File: src/rtl/gpio_pkg.sv
// rtl/gpio_pkg.sv - shared types and register map for the GPIO interrupt slave
package gpio_pkg;

    typedef enum logic [1:0] {
        IDLE   = 2'd0,
        ACTIVE = 2'd1,
        DONE   = 2'd2
    } gpio_state_e;

    localparam logic [7:0] GPIO_OUT_DATA   = 8'h00;
    localparam logic [7:0] GPIO_OUT_SET    = 8'h04;
    localparam logic [7:0] GPIO_OUT_CLR    = 8'h08;
    localparam logic [7:0] GPIO_IN_DATA    = 8'h0C;
    localparam logic [7:0] GPIO_RISE_EN    = 8'h10;
    localparam logic [7:0] GPIO_FALL_EN    = 8'h14;
    localparam logic [7:0] GPIO_IRQ_STATUS = 8'h18;

    localparam int GPIO_MAX_WIDTH = 32;

endpackage

File: src/rtl/gpio_debounce.sv
// rtl/gpio_debounce.sv - two-flop synchroniser followed by a consecutive-sample debouncer
module gpio_debounce #(
    parameter int DEBOUNCE_CYCLES = 4
) (
    input  logic clk,
    input  logic arst_n,
    input  logic din,
    output logic dout
);

    localparam int CNT_W = $clog2(DEBOUNCE_CYCLES + 1);
    localparam logic [CNT_W-1:0] CNT_LAST = CNT_W'(DEBOUNCE_CYCLES - 1);

    logic             sync_q1;
    logic             sync_q2;
    logic             stable;
    logic [CNT_W-1:0] cnt;

    always_ff @(posedge clk or negedge arst_n) begin
        if (!arst_n) begin
            sync_q1 <= 1'b0;
            sync_q2 <= 1'b0;
        end else begin
            sync_q1 <= din;
            sync_q2 <= sync_q1;
        end
    end

    // The counter tracks consecutive disagreeing samples; any agreeing sample restarts it.
    always_ff @(posedge clk or negedge arst_n) begin
        if (!arst_n) begin
            stable <= 1'b0;
            cnt    <= '0;
        end else if (sync_q2 == stable) begin
            cnt <= '0;
        end else if (cnt == CNT_LAST) begin
            stable <= sync_q2;
            cnt    <= '0;
        end else begin
            cnt <= cnt + 1'b1;
        end
    end

    assign dout = stable;

endmodule

File: src/rtl/gpio_irq.sv
// rtl/gpio_irq.sv - MMIO GPIO slave with debounced inputs, atomic output updates and edge interrupts
module gpio_irq
    import gpio_pkg::*;
#(
    parameter int NUM_INPUT       = 9,
    parameter int NUM_OUTPUT      = 4,
    parameter int DEBOUNCE_CYCLES = 4
) (
    input  logic                  clk,
    input  logic                  arst_n,
    input  logic                  chip_select,
    input  logic                  read,
    input  logic                  write,
    input  logic                  transaction_completed,
    input  logic [7:0]            addr,
    input  logic [31:0]           wr_data,
    output logic [31:0]           rd_data,
    output logic                  wr_done,
    output logic                  rd_done,
    output logic                  idle,
    output logic                  slave_error,
    output logic                  decode_error,
    output logic                  irq,
    input  logic [NUM_INPUT-1:0]  in_ports,
    output logic [NUM_OUTPUT-1:0] out_ports
);

    gpio_state_e state;

    logic [NUM_OUTPUT-1:0] out_data;
    logic [NUM_INPUT-1:0]  rise_en;
    logic [NUM_INPUT-1:0]  fall_en;
    logic [NUM_INPUT-1:0]  irq_status;
    logic [NUM_INPUT-1:0]  in_stable;
    logic [NUM_INPUT-1:0]  in_stable_q;
    logic [NUM_INPUT-1:0]  rise;
    logic [NUM_INPUT-1:0]  fall;
    logic [NUM_INPUT-1:0]  set_evt;
    logic [NUM_INPUT-1:0]  w1c_mask;
    logic [NUM_OUTPUT-1:0] wr_out;
    logic [NUM_INPUT-1:0]  wr_in;

    logic                      do_write;
    logic                      addr_bad;
    logic                      wr_to_ro;
    logic                      rd_from_wo;
    logic                      access_ok;
    logic [GPIO_MAX_WIDTH-1:0] rd_word;
    logic                      unused_wr_data;

    for (genvar g = 0; g < NUM_INPUT; g++) begin : g_in
        gpio_debounce #(
            .DEBOUNCE_CYCLES(DEBOUNCE_CYCLES)
        ) u_debounce (
            .clk    (clk),
            .arst_n (arst_n),
            .din    (in_ports[g]),
            .dout   (in_stable[g])
        );
    end

    assign wr_out         = wr_data[NUM_OUTPUT-1:0];
    assign wr_in          = wr_data[NUM_INPUT-1:0];
    assign unused_wr_data = ^wr_data;

    // Decode is only meaningful in ACTIVE; a simultaneous read and write is treated as a write.
    always_comb begin
        do_write   = write;
        addr_bad   = (addr[1:0] != 2'b00) || (addr > GPIO_IRQ_STATUS);
        wr_to_ro   = do_write && (addr == GPIO_IN_DATA);
        rd_from_wo = !do_write && ((addr == GPIO_OUT_SET) || (addr == GPIO_OUT_CLR));
        access_ok  = (state == ACTIVE) && !addr_bad && !wr_to_ro && !rd_from_wo;
    end

    always_comb begin
        rd_word = '0;
        case (addr)
            GPIO_OUT_DATA:   rd_word[NUM_OUTPUT-1:0] = out_data;
            GPIO_IN_DATA:    rd_word[NUM_INPUT-1:0]  = in_stable;
            GPIO_RISE_EN:    rd_word[NUM_INPUT-1:0]  = rise_en;
            GPIO_FALL_EN:    rd_word[NUM_INPUT-1:0]  = fall_en;
            GPIO_IRQ_STATUS: rd_word[NUM_INPUT-1:0]  = irq_status;
            default:         rd_word = '0;
        endcase
    end

    assign rise    = in_stable & ~in_stable_q;
    assign fall    = ~in_stable & in_stable_q;
    assign set_evt = (rise & rise_en) | (fall & fall_en);

    assign w1c_mask = (access_ok && do_write && (addr == GPIO_IRQ_STATUS)) ? wr_in : '0;

    // A new edge event in the same cycle as a W1C keeps the bit pending.
    always_ff @(posedge clk or negedge arst_n) begin
        if (!arst_n) begin
            in_stable_q <= '0;
            irq_status  <= '0;
            irq         <= 1'b0;
        end else begin
            in_stable_q <= in_stable;
            irq_status  <= (irq_status & ~w1c_mask) | set_evt;
            irq         <= |irq_status;
        end
    end

    always_ff @(posedge clk or negedge arst_n) begin
        if (!arst_n) begin
            out_data <= '0;
            rise_en  <= '0;
            fall_en  <= '0;
        end else if (access_ok && do_write) begin
            case (addr)
                GPIO_OUT_DATA: out_data <= wr_out;
                GPIO_OUT_SET:  out_data <= out_data | wr_out;
                GPIO_OUT_CLR:  out_data <= out_data & ~wr_out;
                GPIO_RISE_EN:  rise_en  <= wr_in;
                GPIO_FALL_EN:  fall_en  <= wr_in;
                default:       ;
            endcase
        end
    end

    always_ff @(posedge clk or negedge arst_n) begin
        if (!arst_n) begin
            state        <= IDLE;
            rd_data      <= '0;
            wr_done      <= 1'b0;
            rd_done      <= 1'b0;
            slave_error  <= 1'b0;
            decode_error <= 1'b0;
        end else begin
            wr_done <= 1'b0;
            rd_done <= 1'b0;
            case (state)
                IDLE: begin
                    if (chip_select && (read || write)) begin
                        state <= ACTIVE;
                    end
                end
                ACTIVE: begin
                    state        <= DONE;
                    wr_done      <= do_write;
                    rd_done      <= !do_write;
                    rd_data      <= (!do_write && access_ok) ? rd_word : '0;
                    slave_error  <= !addr_bad && (wr_to_ro || rd_from_wo);
                    decode_error <= addr_bad;
                end
                DONE: begin
                    if (transaction_completed) begin
                        state        <= IDLE;
                        rd_data      <= '0;
                        slave_error  <= 1'b0;
                        decode_error <= 1'b0;
                    end
                end
                default: state <= IDLE;
            endcase
        end
    end

    assign idle      = (state == IDLE);
    assign out_ports = out_data;

endmodule
File: config.mk
export PLATFORM = sky130hd
export DESIGN_NAME = gpio_irq
export DESIGN_NICKNAME = d
export VERILOG_FILES = /design/src/rtl/gpio_pkg.sv /design/src/rtl/gpio_debounce.sv /design/src/rtl/gpio_irq.sv
export SDC_FILE = /design/constraint.sdc
export NUM_CORES = 1
export LEC_CHECK = 0
export BUFFER_PORTS_ARGS = -buffer_cell sky130_fd_sc_hd__buf_2
export CAP_MARGIN = 20
export CORE_MARGIN = 2
export CORE_UTILIZATION = 49
export CTS_CLUSTER_SIZE = 12
export DETAILED_ROUTE_END_ITERATION = 8
export HOLD_SLACK_MARGIN = 0.12
export PLACE_DENSITY = 0.72
export SLEW_MARGIN = 5
export SYNTH_ARGS = -nofsm -noshare
export SYNTH_HDL_FRONTEND = slang
export SYNTH_HIERARCHICAL = 1
export SYNTH_SLANG_ARGS = --single-unit
File: constraint.sdc
create_clock -name clk -period 1.72 [get_ports clk]
set_input_delay 0.344 -clock clk [delete_from_list [all_inputs] [get_ports clk]]
set_output_delay 0.344 -clock clk [all_outputs]
set_load 0.02 [all_outputs]
==> impl_metrics.ini <==
[synthesis]
async_reset_ff_share_pct = 100.0
yosysUniqueCellTypes = 40
synthFlopType = dfrtp_1
yosys.area_share.adder_pct = 2.380
synth.mux.area_fraction_pct = 8.649
synth.ff_latch_count = 110
yosysWarnings = 6
synth-edff-count = 0
synth_xor_area_share_pct = 1.851
synth_top_family_by_area = simple AND/OR/NAND/NOR gates
synth_area_um2 = 4731
synth-compound-area-share_pct = 8.807
syn_avg_cell_area_um2 = 12.72
seq_area_frac_synth_pct = 58.19
synthCells = 372
synth-simple-area-share_pct = 14.60

[sta]
fin_crit_ns = 1.737
hold_viol = 0
setup_ws_ns = -0.01741
skew_ns = 0.009146
setup_viol = 3
rsz0062_at_grt = true
finalCritPeriodShare_pct = 101.0
drv_slew = 0
clock.fmax_ghz = 0.5756

[final_layout]
finalNetCount = 521
final_cells = 591
design_area_um2 = 5674
drive_gt1_share_pct = 30.30
n_antenna_cell = 0
syn2layout_area_growth_pct = 19.94

[clock_network]
path_clk_slew_ns = 0.09
clock-sinks = 110
cts_tree = built
cts_buffers = 9
clk_latency_ns = 0.37
cts_max_level = 3
cts_root_buffer = clkbuf_8
clockBufferDepth = 2

[setup_path]
startpoint_type = flop
cp_max_fo = 5
r2r_end = fall_en[0]$_DFFE_PN0P_
cpPeakStageDelay_ns = 0.42
reg2regPathDepth = 5
r2r_slack_ns = -0.02
critPathCapture = fall_en[0]$_DFFE_PN0P_
regToRegStartpoint = state[1]$_DFFE_PN0P_
critPathKind = reg -> reg
end_kind = flop
cp-startpoint = state[1]$_DFFE_PN0P_
cp.arrival_ns = 1.99
crit_chain = nor4b_4 > nand4_2 > nor3b_2 > buf_4 > mux2_2
critPathSlowestCell = dfrtp_1
critPathRequiredTime_ns = 1.97

[placed_design]
placed_cell_area_um2 = 5254
hpwl_um = 6379
portBuffers = 50
dp_cells = 564
place_congestion = 0.8872

[flow_run]
drv_cap = 0

[global_routing]
grt_pass1_wl_um = 15450
grtUsageTotal_pct = 19.10
grt_pass1_vias = 3145
grt_max_degree = 42
grt-ovfl-total = 0
antenna_found_initial = 0

[route]
drc_errors = 0
wl_per_cell_um = 15.28
ant_nets = 0
num_vias = 3097
vias_per_cell = 5.240
drtIter0Drc = 131
routed_wl_um = 9031
drt_first_pass_iters = 4

[power]
total_power_uw = 6455
powerDensity_nw_per_um2 = 1138
leakage_uw = 0.002637
ir_worst_vdd_uv = 615.5

[die]
initial_utilization_pct = 50.96
die_x_um = 102.3
io_pins = 97
die_y_um = 102.3
fp-row-count = 35
fp.dieArea_um2 = 10460
core_um2 = 9284

[outcome]
violations = negative setup slack
status = finished with violations

[hold_path]
whs_path_depth = 2
hp-class = in -> reg
## per-stage QoR
| step | setup WS [ns] | hold WS, ns | utilization (%) | TNS [ns] |
|---|---|---|---|---|
| 2_1_floorplan | -0.09172 | 0.04841 | - | -1.581 |
| 3_3_place_gp | -0.1161 | 0.2990 | 56.59 | -1.671 |
| 3_5_place_dp | -0.1191 | 0.2966 | 56.59 | -1.752 |
| 4_1_cts | -0.06432 | 0.1858 | 60.92 | -0.3454 |
| 5_1_grt | -0.1313 | 0.1915 | 61.12 | -1.256 |
| 6_report | -0.01741 | 0.1992 | 61.12 | -0.03314 |
## critical path, delay by kind of cell, from the launching register on
kind / cells / cell delay (ns)
muxes: 1 / 0.33
buffers and inverters: 1 / 0.20
and+or+nand+nor: 3 / 0.68
DFF: 1 / 0.42
## how the worst min path moves through the flow
stage,endpoint,from
3_5_place_dp,fall_en[1]$_DFFE_PN0P_,arst_n
4_1_cts,state[1]$_DFFE_PN0P_,transaction_completed
2_1_floorplan,decode_error$_DFFE_PN0P_,arst_n
5_1_grt,state[1]$_DFFE_PN0P_,transaction_completed
6_report,state[1]$_DFFE_PN0P_,transaction_completed
3_3_place_gp,fall_en[1]$_DFFE_PN0P_,arst_n
## state kept, by name, summed over array words and instances, names as in the netlist
name and cells:
g_in.u_debounce/cnt 27, rd_done 1, out_ports 4, g_in.u_debounce/sync_q2 9, g_in.u_debounce/sync_q1 9, state 2, wr_done 1, fall_en 9
rise_en 9, irq_status 9, irq 1, rd_data 9, slave_error 1, g_in.u_debounce/dout 9, decode_error 1, in_stable_q 9
## what timing repair did
item,4_1_cts,5_1_grt
buffers inserted,0,1
resized for setup,13,6
endpoints found under the hold margin,34,0
hold buffers,10,0
setup endpoints to repair,22,25
pin swaps,2,1
## routing by layer
metal,up-vias,part of all wire [%],global-route usage (%)
met5,-,0,0
met4,0,1.7,7.179
met3,12,4.9,3.488
met2,86,50,32.19
met1,1543,44,24.77
li1,1456,-,-
## cell usage after synthesis (7+ instances only)
library cell / count / area share [%]
mux2_2: 31 / 7.4
inv_1: 11 / 0.87
dfrtp_1: 110 / 58
xnor2_1: 10 / 1.9
nor3_1: 11 / 1.2
nand2_1: 15 / 1.2
nor2_1: 9 / 0.71
ha_1: 9 / 2.4
o211ai_1: 9 / 1.4
clkbuf_1: 7 / 0.56
a22o_1: 9 / 1.7
nand3b_1: 10 / 1.6
nor2b_4: 9 / 2.6
o21ai_0: 16 / 1.7
buf_4: 24 / 3.8
nor3b_1: 19 / 3.0
a21oi_1: 10 / 1.1
a22oi_1: 9 / 1.4
## layout by cell type, fill, tap and decap left out, drive strengths merged, types with 9 or more instances in the layout
| cell type | instances |
|---|---|
| nor2 | 9 |
| nand3b | 10 |
| a22o | 9 |
| dlygate4sd3 | 10 |
| nor3b | 19 |
| a22oi | 9 |
| o211ai | 9 |
| xnor2 | 10 |
| nor2b | 13 |
| a21oi | 10 |
| o21ai | 16 |
| conb | 23 |
| buf | 75 |
| inv | 12 |
| ha | 9 |
| clkbuf | 10 |
| dfrtp | 110 |
| mux2 | 31 |
| nor3 | 13 |
| nand2 | 15 |
## report_power, final
| group | internal, uW | switching [uW] | total, uW |
|---|---|---|---|
| logic | 626 | 560 | 1190 |
| clock network | 1020 | 869 | 1890 |
| registers | 3030 | 354 | 3380 |
| total | 4670 | 1780 | 6450 |
## logic make-up after synthesis
| kind of cell | Yosys count |
|---|---|
| buffers and inverters | 44 |
| adder cells (fa/ha/maj) | 9 |
| AND/OR/NAND/NOR | 99 |
| flip-flops | 110 |
| other | 1 |
| multiplexers | 37 |
| AO/OA/AOI/OAI | 62 |
| XOR/XNOR | 10 |
## area by class of cell
class | instances | area (um^2)
timing repair buffer | 85 | 593.1
fill | 772 | 3610
clock inverter | 6 | 117.6
tap | 129 | 161.4
multi-input combinational | 240 | 1871
sequential | 110 | 2753
inverter | 11 | 41.29
clock buffer | 10 | 137.6
Note: power is estimated with default switching activity, not from simulation.
